**src/rtl/dmem_ctrl_if.sv**
```systemverilog
// rtl/dmem_ctrl_if.sv - core, loader and lane-bus signals for dmem_ctrl
//
// Core port:   c_req/c_ready request handshake, c_we, c_size, c_unsigned,
//              c_addr, c_wdata; response c_rvalid, c_rdata, c_err.
// Loader port: l_req/l_ready request handshake, l_addr, l_wdata;
//              response l_ack, l_err.
// Lane bus:    mem_addr, mem_we, mem_wdata to the four byte lanes;
//              mem_rdata back from them.
// slave is the controller's view, master the requester/memory side.
interface dmem_ctrl_if;
  logic        c_req;
  logic        c_ready;
  logic        c_we;
  logic [1:0]  c_size;
  logic        c_unsigned;
  logic [31:0] c_addr;
  logic [31:0] c_wdata;
  logic        c_rvalid;
  logic [31:0] c_rdata;
  logic        c_err;
  logic        l_req;
  logic        l_ready;
  logic [31:0] l_addr;
  logic [31:0] l_wdata;
  logic        l_ack;
  logic        l_err;
  logic [31:0] mem_addr;
  logic [3:0]  mem_we;
  logic [31:0] mem_wdata;
  logic [31:0] mem_rdata;

  modport slave (
    input  c_req, c_we, c_size, c_unsigned, c_addr, c_wdata,
    input  l_req, l_addr, l_wdata, mem_rdata,
    output c_ready, c_rvalid, c_rdata, c_err,
    output l_ready, l_ack, l_err,
    output mem_addr, mem_we, mem_wdata
  );

  modport master (
    output c_req, c_we, c_size, c_unsigned, c_addr, c_wdata,
    output l_req, l_addr, l_wdata, mem_rdata,
    input  c_ready, c_rvalid, c_rdata, c_err,
    input  l_ready, l_ack, l_err,
    input  mem_addr, mem_we, mem_wdata
  );
endinterface

```
**src/rtl/dmem_ctrl.sv**
```systemverilog
// rtl/dmem_ctrl.sv - four-lane data memory sequencer with core/loader arbitration
//
// Ports: clk (rising edge), rst_n (asynchronous active-low reset),
//        bus (dmem_ctrl_if.slave): core and loader request/response
//        handshakes plus the shared byte-lane memory bus.
// One access per IDLE -> ACCESS -> RESP pass; the lane bus is only
// driven while in ACCESS.
module dmem_ctrl #(
  parameter int MEM_WORDS = 151
) (
  input  logic        clk,
  input  logic        rst_n,
  dmem_ctrl_if.slave  bus
);

  typedef enum logic [1:0] {IDLE, ACCESS, RESP} state_t;

  state_t      state_q;
  logic        rr_q;       // 1: loader wins the next tie
  logic        own_q;      // 1: loader owns the current access
  logic        we_q;
  logic        uns_q;
  logic        err_q;
  logic [1:0]  size_q;
  logic [1:0]  alo_q;
  logic        c_rvalid_q;
  logic        c_err_q;
  logic [31:0] c_rdata_q;
  logic        l_ack_q;
  logic        l_err_q;
  logic [31:0] mem_addr_q;
  logic [3:0]  mem_we_q;
  logic [31:0] mem_wdata_q;

  logic        grant_c;
  logic        grant_l;
  logic        g_we;
  logic        g_uns;
  logic        g_err;
  logic [1:0]  g_size;
  logic [31:0] g_addr;
  logic [31:0] g_wdata;
  logic [3:0]  mem_we_d;
  logic [31:0] mem_wdata_d;
  logic [31:0] ld_data_d;
  logic [7:0]  ld_byte;
  logic [15:0] ld_half;

  assign grant_c = (state_q == IDLE) && bus.c_req && (!bus.l_req || !rr_q);
  assign grant_l = (state_q == IDLE) && bus.l_req && !grant_c;

  assign bus.c_ready   = grant_c;
  assign bus.l_ready   = grant_l;
  assign bus.c_rvalid  = c_rvalid_q;
  assign bus.c_rdata   = c_rdata_q;
  assign bus.c_err     = c_err_q;
  assign bus.l_ack     = l_ack_q;
  assign bus.l_err     = l_err_q;
  assign bus.mem_addr  = mem_addr_q;
  assign bus.mem_we    = mem_we_q;
  assign bus.mem_wdata = mem_wdata_q;

  // Loader traffic is always a word store.
  always_comb begin
    g_we    = bus.c_we;
    g_size  = bus.c_size;
    g_uns   = bus.c_unsigned;
    g_addr  = bus.c_addr;
    g_wdata = bus.c_wdata;
    if (grant_l) begin
      g_we    = 1'b1;
      g_size  = 2'b10;
      g_uns   = 1'b0;
      g_addr  = bus.l_addr;
      g_wdata = bus.l_wdata;
    end
  end

  always_comb begin
    g_err = ({2'b00, g_addr[31:2]} >= 32'(MEM_WORDS));
    case (g_size)
      2'b01:   g_err = g_err | g_addr[0];
      2'b10:   g_err = g_err | (|g_addr[1:0]);
      2'b11:   g_err = 1'b1;
      default: g_err = g_err;
    endcase
  end

  // Store lane enables and replicated data, computed at grant so the lane
  // bus is registered and valid for the whole ACCESS cycle.
  always_comb begin
    mem_we_d    = 4'b0000;
    mem_wdata_d = 32'h0;
    if (g_we && !g_err) begin
      case (g_size)
        2'b00: begin
          mem_we_d    = 4'b0001 << g_addr[1:0];
          mem_wdata_d = {4{g_wdata[7:0]}};
        end
        2'b01: begin
          mem_we_d    = g_addr[1] ? 4'b1100 : 4'b0011;
          mem_wdata_d = {2{g_wdata[15:0]}};
        end
        default: begin
          mem_we_d    = 4'b1111;
          mem_wdata_d = g_wdata;
        end
      endcase
    end
  end

  always_comb begin
    ld_byte = bus.mem_rdata[{alo_q, 3'b000} +: 8];
    ld_half = alo_q[1] ? bus.mem_rdata[31:16] : bus.mem_rdata[15:0];
    case (size_q)
      2'b00:   ld_data_d = {{24{ld_byte[7] & ~uns_q}}, ld_byte};
      2'b01:   ld_data_d = {{16{ld_half[15] & ~uns_q}}, ld_half};
      default: ld_data_d = bus.mem_rdata;
    endcase
  end

  always_ff @(posedge clk or negedge rst_n) begin
    if (!rst_n) begin
      state_q     <= IDLE;
      rr_q        <= 1'b0;
      own_q       <= 1'b0;
      we_q        <= 1'b0;
      uns_q       <= 1'b0;
      err_q       <= 1'b0;
      size_q      <= 2'b00;
      alo_q       <= 2'b00;
      c_rvalid_q  <= 1'b0;
      c_err_q     <= 1'b0;
      c_rdata_q   <= 32'h0;
      l_ack_q     <= 1'b0;
      l_err_q     <= 1'b0;
      mem_addr_q  <= 32'h0;
      mem_we_q    <= 4'b0000;
      mem_wdata_q <= 32'h0;
    end else begin
      case (state_q)
        IDLE: begin
          if (grant_c || grant_l) begin
            own_q       <= grant_l;
            rr_q        <= grant_c;
            we_q        <= g_we;
            uns_q       <= g_uns;
            err_q       <= g_err;
            size_q      <= g_size;
            alo_q       <= g_addr[1:0];
            mem_addr_q  <= {g_addr[31:2], 2'b00};
            mem_we_q    <= mem_we_d;
            mem_wdata_q <= mem_wdata_d;
            state_q     <= ACCESS;
          end
        end
        ACCESS: begin
          mem_addr_q  <= 32'h0;
          mem_we_q    <= 4'b0000;
          mem_wdata_q <= 32'h0;
          if (!own_q) begin
            c_rvalid_q <= 1'b1;
            c_err_q    <= err_q;
            c_rdata_q  <= (we_q || err_q) ? 32'h0 : ld_data_d;
          end else begin
            l_ack_q <= 1'b1;
            l_err_q <= err_q;
          end
          state_q <= RESP;
        end
        RESP: begin
          c_rvalid_q <= 1'b0;
          l_ack_q    <= 1'b0;
          state_q    <= IDLE;
        end
        default: state_q <= IDLE;
      endcase
    end
  end

endmodule

```
**src/flat_wrapper.sv**
```systemverilog
// flat-port wrapper written by rule: the top's interface ports become plain ports
module dmem_ctrl_flat 
#(
  parameter int MEM_WORDS = 151
)
  (clk, rst_n, bus_c_req, bus_c_we, bus_c_size, bus_c_unsigned, bus_c_addr, bus_c_wdata, bus_l_req, bus_l_addr, bus_l_wdata, bus_mem_rdata, bus_c_ready, bus_c_rvalid, bus_c_rdata, bus_c_err, bus_l_ready, bus_l_ack, bus_l_err, bus_mem_addr, bus_mem_we, bus_mem_wdata);
  dmem_ctrl_if bus_i ();
  input  logic clk;
  input  logic rst_n;
  input wire logic [$bits(bus_i.c_req)-1:0] bus_c_req;
  input wire logic [$bits(bus_i.c_we)-1:0] bus_c_we;
  input wire logic [$bits(bus_i.c_size)-1:0] bus_c_size;
  input wire logic [$bits(bus_i.c_unsigned)-1:0] bus_c_unsigned;
  input wire logic [$bits(bus_i.c_addr)-1:0] bus_c_addr;
  input wire logic [$bits(bus_i.c_wdata)-1:0] bus_c_wdata;
  input wire logic [$bits(bus_i.l_req)-1:0] bus_l_req;
  input wire logic [$bits(bus_i.l_addr)-1:0] bus_l_addr;
  input wire logic [$bits(bus_i.l_wdata)-1:0] bus_l_wdata;
  input wire logic [$bits(bus_i.mem_rdata)-1:0] bus_mem_rdata;
  output wire logic [$bits(bus_i.c_ready)-1:0] bus_c_ready;
  output wire logic [$bits(bus_i.c_rvalid)-1:0] bus_c_rvalid;
  output wire logic [$bits(bus_i.c_rdata)-1:0] bus_c_rdata;
  output wire logic [$bits(bus_i.c_err)-1:0] bus_c_err;
  output wire logic [$bits(bus_i.l_ready)-1:0] bus_l_ready;
  output wire logic [$bits(bus_i.l_ack)-1:0] bus_l_ack;
  output wire logic [$bits(bus_i.l_err)-1:0] bus_l_err;
  output wire logic [$bits(bus_i.mem_addr)-1:0] bus_mem_addr;
  output wire logic [$bits(bus_i.mem_we)-1:0] bus_mem_we;
  output wire logic [$bits(bus_i.mem_wdata)-1:0] bus_mem_wdata;
  assign bus_i.c_req = bus_c_req;
  assign bus_i.c_we = bus_c_we;
  assign bus_i.c_size = bus_c_size;
  assign bus_i.c_unsigned = bus_c_unsigned;
  assign bus_i.c_addr = bus_c_addr;
  assign bus_i.c_wdata = bus_c_wdata;
  assign bus_i.l_req = bus_l_req;
  assign bus_i.l_addr = bus_l_addr;
  assign bus_i.l_wdata = bus_l_wdata;
  assign bus_i.mem_rdata = bus_mem_rdata;
  assign bus_c_ready = bus_i.c_ready;
  assign bus_c_rvalid = bus_i.c_rvalid;
  assign bus_c_rdata = bus_i.c_rdata;
  assign bus_c_err = bus_i.c_err;
  assign bus_l_ready = bus_i.l_ready;
  assign bus_l_ack = bus_i.l_ack;
  assign bus_l_err = bus_i.l_err;
  assign bus_mem_addr = bus_i.mem_addr;
  assign bus_mem_we = bus_i.mem_we;
  assign bus_mem_wdata = bus_i.mem_wdata;
  dmem_ctrl #(.MEM_WORDS(MEM_WORDS)) u_core (.clk(clk), .rst_n(rst_n), .bus(bus_i));
endmodule
```
**config.mk**
```make
export PLATFORM = sky130hd
export DESIGN_NAME = dmem_ctrl_flat
export DESIGN_NICKNAME = d
export VERILOG_FILES = /design/src/rtl/dmem_ctrl_if.sv /design/src/rtl/dmem_ctrl.sv /design/src/flat_wrapper.sv
export SDC_FILE = /design/constraint.sdc
export NUM_CORES = 1
export LEC_CHECK = 0
export BUFFER_PORTS_ARGS = -buffer_cell sky130_fd_sc_hd__clkbuf_2
export CAP_MARGIN = 20
export CELL_PAD_IN_SITES_DETAIL_PLACEMENT = 1
export CELL_PAD_IN_SITES_GLOBAL_PLACEMENT = 2
export CORE_MARGIN = 2
export CORE_UTILIZATION = 24
export CTS_CLUSTER_SIZE = 28
export DETAILED_ROUTE_END_ITERATION = 16
export PLACE_DENSITY = 0.72
export SYNTH_ARGS = -nofsm -noshare
export SYNTH_HDL_FRONTEND = slang
export SYNTH_SLANG_ARGS = --single-unit
```
**constraint.sdc**
```tcl
create_clock -name clk -period 2.6 [get_ports clk]
set_input_delay 0.39 -clock clk [delete_from_list [all_inputs] [get_ports clk]]
set_output_delay 0.39 -clock clk [all_outputs]
set_load 0.02 [all_outputs]
```
# Yosys cells after proc, flatten, opt, wreduce, memory -nomap -nowiden

Index checks and enable logic that the tools add are counted.

Word-level logic and storage cells: 84
Register bits after elaboration: 115
Output and inout port bits: 106

Reductions and logical operators: 24
Shift operators: 2
Bitwise logic cells: 6
Equality and inequality tests: 9
Mux-type cells: 26
Order comparisons: 1

Operator list:

| kind                                                 | count |
|---|---|
| one-hot mux 32 bit (2 select lines)                  | 4 |
| 2-to-1 mux 32 bit                                    | 6 |
| variable part select 32 x 6 -> 8 bit                 | 1 |
| >= comparator 30 x 8 -> 1 bit, second input constant | 1 |
| 2-to-1 mux 16 bit                                    | 1 |
| one-hot mux 4 bit (2 select lines)                   | 2 |
| 2-to-1 mux 4 bit                                     | 3 |
| AND reduction 2 bit                                  | 6 |
| equality test 2 x 1 -> 1 bit, second input constant  | 3 |
| equality test 2 bit, second input constant           | 3 |
| logical NOT 2 bit                                    | 3 |
| logical AND 1 bit                                    | 5 |
| logical NOT 1 bit                                    | 4 |
| 2-to-1 mux 1 bit                                     | 4 |
| 2-to-1 mux 2 bit                                     | 2 |
| != test 2 bit, second input constant                 | 2 |
| one-hot mux 1 bit (2 select lines)                   | 2 |
| one-hot mux 2 bit (2 select lines)                   | 1 |
| nonzero test 2 bit                                   | 2 |
| << shifter 1 x 2 -> 4 bit, first input constant      | 1 |
| logical OR 1 bit                                     | 3 |
| one-hot mux 1 bit (3 select lines)                   | 1 |
| bitwise AND 1 bit                                    | 2 |
| != test 2 x 1 -> 1 bit, second input constant        | 1 |
| other kinds (3)                                      | 5 |

# Depth between registers and ports, before layout

Gate-level depths: netlist (run 1).

Depth in word-level cells: 14
Gate-level depth with buffers: 13
Mapped depth without buffers: 9

# Least setup slack after synthesis (run 1)

OpenSTA, ideal clock, no wires.

Kind: reg2reg
From: reg u_core.state_q[0]
To: reg u_core.mem_wdata_q[3] (netlist: u_core.bus.mem_wdata[3])
Path buffers: 4
Slack: -157 ps
Arrival time: 2,661 ps
Cell stages (with the launch flop): 14
Setup time: 96 ps
Cell sequence: dfrtp_1 > nor3b_4 > nand2_2 > buf_2 > buf_2 > nand2_1 > ha_1 > nand2b_1 > nor2_1 > a221oi_1 > nand2b_1 > buf_4 > buf_6 > o31ai_1

Cells in the longest elaborated chain, start to end: 14
Elaborated cells on any way between the ends: 29
Classes of those cells: order compare: 1; eq/ne: 5; mux: 9; bitwise: 2; reduce/logical: 12

Ends and longest elaborated chain:

| item                                                                | RTL line                                           | source |
|---|---|---|
| start: declaration                                                  | dmem_ctrl.sv:18                                    | `state_t state_q;` |
| start signal: assignment                                            | dmem_ctrl.sv:124                                   | `state_q <= IDLE;` |
| start signal: assignment                                            | dmem_ctrl.sv:154                                   | `state_q <= ACCESS;` |
| start signal: assignment                                            | dmem_ctrl.sv:169                                   | `state_q <= RESP;` |
| logical NOT 2 bit                                                   | dmem_ctrl.sv:49, dmem_ctrl.sv:50, dmem_ctrl.sv:141 |  |
| logical AND 1 bit (2 in series)                                     | dmem_ctrl.sv:49                                    | `assign grant_c = (state_q == IDLE) && bus.c_req && (!bus.l_req \|\| !rr_q);` |
| logical NOT 1 bit                                                   | dmem_ctrl.sv:50                                    | `assign grant_l = (state_q == IDLE) && bus.l_req && !grant_c;` |
| logical AND 1 bit                                                   | dmem_ctrl.sv:50                                    |  |
| 2-to-1 mux 32 bit                                                   | dmem_ctrl.sv:70                                    | `if (grant_l) begin` |
| >= comparator 30 x 8 -> 1 bit or OR reduction 2 bit (tied branches) | dmem_ctrl.sv:80, dmem_ctrl.sv:83                   |  |
| OR 1 bit, on equally long branches                                  | dmem_ctrl.sv:83, dmem_ctrl.sv:82                   |  |
| one-hot mux 1 bit (3 select lines)                                  | dmem_ctrl.sv:81                                    | `case (g_size)` |
| logical NOT 1 bit                                                   | dmem_ctrl.sv:94                                    | `if (g_we && !g_err) begin` |
| logical AND 1 bit                                                   | dmem_ctrl.sv:94                                    |  |
| 2-to-1 mux 32 bit                                                   | dmem_ctrl.sv:94                                    |  |
| 2-to-1 mux 32 bit                                                   | dmem_ctrl.sv:143                                   | `if (grant_c \|\| grant_l) begin` |
| one-hot mux 32 bit (2 select lines)                                 | dmem_ctrl.sv:141                                   | `case (state_q)` |
| end signal: assignment                                              | dmem_ctrl.sv:153                                   | `mem_wdata_q <= mem_wdata_d;` |
| end: declaration                                                    | dmem_ctrl.sv:33                                    | `logic [31:0] mem_wdata_q;` |

Parallel ways exist; a longest one is shown, timed or not. The select of a mux whose other input is x is not followed.
A chain may end at the register's enable or synchronous reset.

# Final worst setup path (run 1)

From: reg u_core.state_q[0]
To: reg u_core.mem_wdata_q[22] (netlist: u_core.bus.mem_wdata[22])

Same word-level chain as after synthesis.

==> impl_metrics.json, run 1 <==
{
  "min_from": "bus_c_unsigned",
  "synth_seq_area_share_pct": 46.5,
  "routed_via_density": 4.84,
  "synth.distinct_cells": 53,
  "cts_buffers": 17,
  "gr-usage-all-layers_pct": 18.4,
  "rsz0062_at_grt": "no",
  "synth_enable_flop_cells": 0,
  "grt_pass1_vias": 6383,
  "dp.cells": 1216,
  "drive_gt1_share_pct": 42.1,
  "chipHeight_um": 163,
  "largest_family_of_logic_cells_by_synthesized_area": "compound AO/OA/AOI/OAI gates",
  "r2r-start": "u_core.state_q[0]",
  "floorplan.core_area_mm2": 0.0250,
  "drt_iter0_markers": 346,
  "run_status": "finished clean",
  "synth.ff_latch_count": 113,
  "postSynthAreaPerCell_um2": 9.58,
  "async_flop_share_pct": 100,
  "cp_slowest_cell": "dfrtp_2",
  "cap_viol_max_count": 0,
  "die_area_mm2": 0.0266,
  "muxShareOfSynthArea_pct": 8.64,
  "crit_path_max_fanout": 18,
  "clock_latency_ns": 0.42,
  "final.setup_skew_ns": 0.0135,
  "io_buffer_count": 271,
  "cpMostUsedCell": "nand2_2",
  "synth_simple_gate_area_share_pct": 17.4,
  "netlist_area_before_placement_mm2": 0.00608,
  "area.growth.synth_to_final_pct": 42.6,
  "area_fraction_of_the_dominant_cell_type_after_synthesis_pct": 46.5,
  "i_o_pin_total": 274,
  "worst_setup_path_start_kind": "register",
  "drcViolationCount": 0,
  "drv_slew": 0,
  "max_freq_mhz": 402,
  "clkSinkCount": 113,
  "cts_max_path_buffers": 2,
  "floorplan.initialDensity_pct": 24.3,
  "area_share_of_fa_ha_maj_cells_after_synthesis_pct": 0.823,
  "wirelength_um": 24600,
  "nFillCells": 2977,
  "max_slew_margin_pct": 55.6,
  "dieWidth_um": 163,
  "post-synth-top-area-cell": "dfrtp_1",
  "setup_viol_count_final": 0,
  "synthCells": 635,
  "ir_drop_v": 0.000358,
  "power.clock.fraction_pct": 23.8,
  "grt_max_degree": 68,
  "clk_root_buffer_cell": "clkbuf_16",
  "hpwl_um": 18200,
  "post-route-period-util_pct": 95.7,
  "post-layout-total-power_w": 0.00987,
  "drt_pass1_iterations": 6,
  "crit_type": "reg2reg",
  "via_count": 6070,
  "grt_first_pass_wirelength_um": 37400,
  "stdcell_count": 1253,
  "gp_routability_congestion": 0.797,
  "power_share_of_the_sequential_group_pct": 29.3,
  "power.switching_w": 0.00427,
  "power-per-cell-area_mw_per_mm2": 1140,
  "yosys-top-cells-area": "dfrtp_1 47%, mux2i_1 6.4%, o31ai_1 5.4%",
  "cts.reportedPaths.clkPinSlew_ns": 0.06,
  "placement_rows": 58,
  "routedLengthMet1_um": 10700,
  "share_comb_of_total_power_pct": 46.9,
  "drtAntennaViolNets": 0,
  "layout_min_cycle_time_ns": 2.49,
  "met3_length_um": 1480,
  "worst-slew-pin-transition_ns": 0.666,
  "worst-endpoint-required_ns": 2.92,
  "initial_antenna_violation_count": 1,
  "synth_top_cells_by_count": "113 x dfrtp_1, 82 x nand2_1, 64 x o21ai_0",
  "synthesis.yosys.warnings": 0,
  "worstPathCellList": "nor3b_4, nand2_2, nand2_2, ha_2, nand2b_1, nor2_1, a221oi_2, buf_4, nand2b_4, clkbuf_16, o31ai_2",
  "worstSetupStartpoint": "u_core.state_q[0]",
  "wl_met2_um": 11900,
  "overflow": 0,
  "final_nets": 1084,
  "synth_compound_gate_area_share_pct": 21.7,
  "hold_path_class": "in2reg",
  "crit_arrival_ns": 2.81,
  "critPathMaxStageDelay_ns": 0.44,
  "setup_crit_end_kind": "register",
  "xor_xnor_share_of_the_synthesized_area_pct": 0,
  "timing.final.hold_violations": 0,
  "netSwitchingFraction_pct": 43.3,
  "cts_tree": "done",
  "timing.setup.tns_ns": 0,
  "synth.most_common_cell": "dfrtp_1",
  "power.leakage_nw": 4.19,
  "cts_max_level": 4,
  "cellInternalPower_w": 0.00560,
  "avgRoutedWirePerCell_um": 19.6,
  "route.top_layer_used": "met4",
  "yosys_most_used_dff": "dfrtp_1"
}
==> power groups by stage <==
stage	Combinational, W	Sequential (W)	Clock, W
CTS	0.00450	0.00291	0.00241
floorplan	0.00222	0.00349	0
detailed placement	0.00450	0.00293	0
global placement	0.00445	0.00291	0
finish	0.00463	0.00289	0.00234
global route	0.00510	0.00300	0.00249
==> placed cells by master (no fill, tap or decap), types with 4 or more instances in the layout <==
| cell type | count |
|---|---|
| inv_1 | 8 |
| nand2_1 | 81 |
| a221oi_1 | 23 |
| o31ai_1 | 32 |
| nor2_1 | 20 |
| buf_12 | 4 |
| nor3_1 | 9 |
| dfrtp_1 | 111 |
| nor4_1 | 10 |
| and3_1 | 8 |
| o21ai_2 | 10 |
| clkbuf_16 | 19 |
| mux2_2 | 10 |
| clkbuf_2 | 270 |
| a222oi_1 | 7 |
| a21oi_1 | 20 |
| o31ai_2 | 12 |
| mux2i_1 | 39 |
| nand3_1 | 31 |
| nor2b_1 | 35 |
| buf_4 | 30 |
| o21ai_0 | 63 |
| clkbuf_8 | 5 |
==> worst max-delay path, delay by kind of cell, from the launching register on <==
family	cells	cell delay, ns
AND/OR/NAND/NOR	6	0.81
AO/OA/AOI/OAI	2	0.47
flip-flops	1	0.44
buffers and inverters	2	0.38
adder cells (fa/ha/maj)	1	0.28
==> cell type report <==
| type | count | area (µm²) | share of cell area, % |
|---|---|---|---|
| Timing Repair Buffer | 307 | 1720 | 19.8 |
| Clock buffer | 24 | 502 | 5.79 |
| Multi-Input combinational cell | 462 | 3090 | 35.6 |
| Sequential cell | 113 | 2830 | 32.6 |
| Clock inverter | 5 | 77.6 | 0.895 |
| Antenna cell | 1 | 2.50 | 0.0289 |
| Inverter | 11 | 41.3 | 0.476 |
| Tap cell | 330 | 413 | 4.76 |
==> through the flow <==
step,area (µm²),setup slack (ns),hold WS (ns),util [%]
after floorplan,6100,0.00663,0.0944,-
after global placement,7900,0.00853,0.401,31.6
after detailed placement,7900,-0.118,0.397,31.6
after CTS,8500,0.0673,0.181,33.9
after global routing,8670,0.00519,0.186,34.6
final,8670,0.111,0.201,34.6
==> flip-flops by register name, summed over array words and instances (netlist names) <==
signal                cells
u_core.bus.mem_addr      30
u_core.err_q              1
u_core.bus.c_rvalid       1
u_core.bus.l_ack          1
u_core.we_q               1
u_core.uns_q              1
u_core.bus.l_err          1
u_core.size_q             2
u_core.alo_q              2
u_core.bus.c_rdata       32
u_core.bus.mem_wdata     32
u_core.rr_q               1
u_core.bus.mem_we         4
u_core.own_q              1
u_core.state_q            2
u_core.bus.c_err          1
==> kinds of logic (layout without fill, tap and decap cells) <==
logic type | Yosys count | after routing
mux | 50 | 50
fa+ha+maj | 4 | 4
other cells | 1 | 3
buf+inv | 61 | 347
simple gates | 214 | 214
flops | 113 | 113
compound gates | 192 | 192
==> metal layers <==
metal	vias up	global-route usage, %
li1	2902	-
met1	2942	23.6
met5	-	0
met2	198	30.1
met3	28	4.77
met4	0	6.11
==> path summary, 6_finish.rpt <==
kind / depth (start not counted) / endpoint / slack, ns
worst min register to register: 2 / u_core.bus.c_rdata[18] / 0.48
max in group asynchronous: 3 / u_core.bus.mem_addr[14] / 1.44
worst min-delay path: 2 / u_core.uns_q / 0.20
min in group asynchronous: 2 / u_core.bus.c_rdata[24] / 0.49
worst max-delay path: 11 / u_core.bus.mem_wdata[22] / 0.11
worst max register to register: 11 / u_core.bus.mem_wdata[22] / 0.11
==> repair_timing <==
action / in CTS / in global routing
hold buffers: 1 / 0
setup endpoints to repair: 15 / 36
pin swaps: 0 / 3
buffers inserted: 0 / 4
hold endpoints to repair: 32 / 0
resized for setup: 2 / 19
cloned: 0 / 2
No activity file was read; power rests on OpenSTA's default activity.
==> inputs of run 2 (changes only) <==
--- a/config.mk
+++ b/config.mk
@@ -15,4 +15,5 @@
 export DETAILED_ROUTE_END_ITERATION = 16
 export PLACE_DENSITY = 0.72
+export SETUP_SLACK_MARGIN = 0.4
 export SYNTH_ARGS = -nofsm -noshare
 export SYNTH_HDL_FRONTEND = slang
==> constraint.sdc (replaced) <==
create_clock -name clk -period 2.6 [get_ports clk]
set_input_delay 0.26 -clock clk [delete_from_list [all_inputs] [get_ports clk]]
set_output_delay 0.26 -clock clk [all_outputs]
set_load 0.02 [all_outputs]
==> run 2 against run 1 <==
Utilization increased by 3.0 points. Routed wire length rose by 6.2%. Critical path depth unchanged. Count of clock-buffer cells in the layout down 2. Sequential share of layout area down 2.6 points. Register-to-register slack better by 0.15 ns. Maximum frequency increased by 6.4%. Hold slack worse by 0.12 ns. Critical path type unchanged.
==> impl_metrics.json, run 2 (synthesized netlist as in run 1, its figures left out) <==
{
  "floorplan.core_area_mm2": 0.0250,
  "cp_slowest_cell": "dfrtp_2",
  "met3_usage_pct": 5.74,
  "area.growth.synth_to_final_pct": 54.8,
  "timing.final.hold_violations": 0,
  "drt_iter0_markers": 307,
  "worst_setup_path_start_kind": "register",
  "crit_path_max_fanout": 6,
  "worstPathCellList": "nor3b_4, nand2_2, nand2_4, ha_4, nand2b_4, nor2_4, a221oi_4, nand2b_4, buf_12, clkbuf_16, o31ai_2",
  "grt_first_pass_wirelength_um": 38500,
  "power-per-cell-area_mw_per_mm2": 1150,
  "cap_viol_max_count": 0,
  "dieWidth_um": 163,
  "worst-endpoint-required_ns": 2.92,
  "cts_tree": "done",
  "overflow": 0,
  "die_area_mm2": 0.0266,
  "crit_type": "reg2reg",
  "hold_path_class": "in2reg",
  "drt_pass1_iterations": 5,
  "grt_pass1_vias": 6574,
  "power.leakage_nw": 4.45,
  "gp_routability_congestion": 0.811,
  "final.setup_skew_ns": 0.0107,
  "avgRoutedWirePerCell_um": 20.5,
  "rsz0062_at_grt": "yes",
  "clk_root_buffer_cell": "clkbuf_16",
  "clkSinkCount": 113,
  "cts_max_path_buffers": 2,
  "gr-usage-all-layers_pct": 19.0,
  "ir_drop_v": 0.000451,
  "cts_max_level": 4,
  "floorplan.initialDensity_pct": 24.3,
  "timing.setup.tns_ns": 0,
  "crit_arrival_ns": 2.66,
  "drive_gt1_share_pct": 47.0,
  "globalRoute.busiestLayer": "met2",
  "routed_via_density": 4.92,
  "drtAntennaViolNets": 0,
  "critical_path_buf_inv_count": 2,
  "grt_use_met1_pct": 24.2,
  "final_cell_mix": "270 x clkbuf_2, 111 x dfrtp_1, 81 x nand2_1",
  "use_met2_pct": 31.8,
  "max_slew_margin_pct": 57.1,
  "worst-slew-pin-transition_ns": 0.644,
  "dp.cells": 1211,
  "initial_antenna_violation_count": 1,
  "placement_rows": 58,
  "layout_min_cycle_time_ns": 2.34,
  "run_status": "finished clean",
  "cts_buffers": 17,
  "cts.reportedPaths.clkPinSlew_ns": 0.06,
  "critPathMaxStageDelay_ns": 0.42,
  "hpwl_um": 18300,
  "final_nets": 1101,
  "final_common_cell": "clkbuf_2",
  "wirelength_um": 26100,
  "via_count": 6263,
  "post-route-period-util_pct": 90.0,
  "setup_crit_end_kind": "register",
  "setup_viol_count_final": 0,
  "grt_max_degree": 68,
  "drcViolationCount": 0,
  "drv_slew": 0,
  "i_o_pin_total": 274,
  "cpMostUsedCell": "nand2b_4",
  "io_buffer_count": 271,
  "max_freq_mhz": 427,
  "cell_family_contributing_the_most_delay_on_the_critical_path": "simple AND/OR/NAND/NOR gates",
  "clock_latency_ns": 0.41,
  "stdcell_count": 1273,
  "chipHeight_um": 163
}
## run 2: repair_timing
item	CTS	global route
setup buffers	15	4
hold buffers	1	0
gates cloned	4	5
endpoints found under the setup margin	38	37
resized for setup	33	60
endpoints found under the hold margin	39	0
pin swaps	6	9
## run 2: where the power goes
part           switching [W]  internal (W)
clock network       0.000853       0.00167
logic                0.00339       0.00205
registers           0.000470       0.00241
total                0.00471       0.00614
## run 2: through the flow
stage | cell area, µm² | hold WS [ns] | setup slack [ns] | util, % | total power (W)
floorplan | 6160 | -0.0356 | 0.226 | - | 0.00575
global placement | 7870 | 0.318 | 0.0516 | 31.4 | 0.00731
detailed placement | 7870 | 0.324 | -0.0480 | 31.4 | 0.00740
CTS | 8890 | 0.0646 | 0.351 | 35.5 | 0.0104
global route | 9410 | 0.0616 | 0.161 | 37.6 | 0.0115
finish | 9420 | 0.0847 | 0.260 | 37.6 | 0.0108
## run 2: path summary, 6_finish.rpt
kind / from / endpoint / slack [ns] / cells past startpoint
worst max register to register: u_core.state_q[1] / u_core.bus.mem_we[0] / 0.26 / 11
max in group asynchronous: rst_n / u_core.bus.mem_wdata[0] / 1.53 / 3
worst min register to register: u_core.we_q / u_core.we_q / 0.48 / 2
worst min-delay path: bus_c_unsigned / u_core.uns_q / 0.08 / 2
min in group asynchronous: rst_n / u_core.bus.mem_addr[25] / 0.39 / 2
worst max-delay path: u_core.state_q[1] / u_core.bus.mem_we[0] / 0.26 / 11
## run 2: final cells by class
| class | instances | area (µm²) |
|---|---|---|
| fillers | 2949 | 15600 |
| diodes | 1 | 2.50 |
| well taps | 330 | 413 |
| multi-input cells | 463 | 3510 |
| repair buffers | 323 | 1980 |
| clock buffers | 22 | 474 |
| clock inverters | 10 | 156 |
| flip-flops and latches | 113 | 2830 |
| inverters | 11 | 41.3 |
## run 2: worst register-to-register path, cell delays in order (launching register included)
cell       delay [ns]
dfrtp_2          0.42
nor3b_4          0.24
nand2_2          0.14
nand2_4          0.12
ha_4             0.16
nand2b_4         0.15
nor2_4           0.05
a221oi_4         0.31
nand2b_4         0.13
buf_12           0.17
clkbuf_16        0.18
o31ai_2          0.17
## run 2: metal layers
layer	part of all wire (%)	up-vias
met5	0	-
met4	1.4	0
met3	6.3	24
met2	49	197
met1	43	3096
li1	-	2946
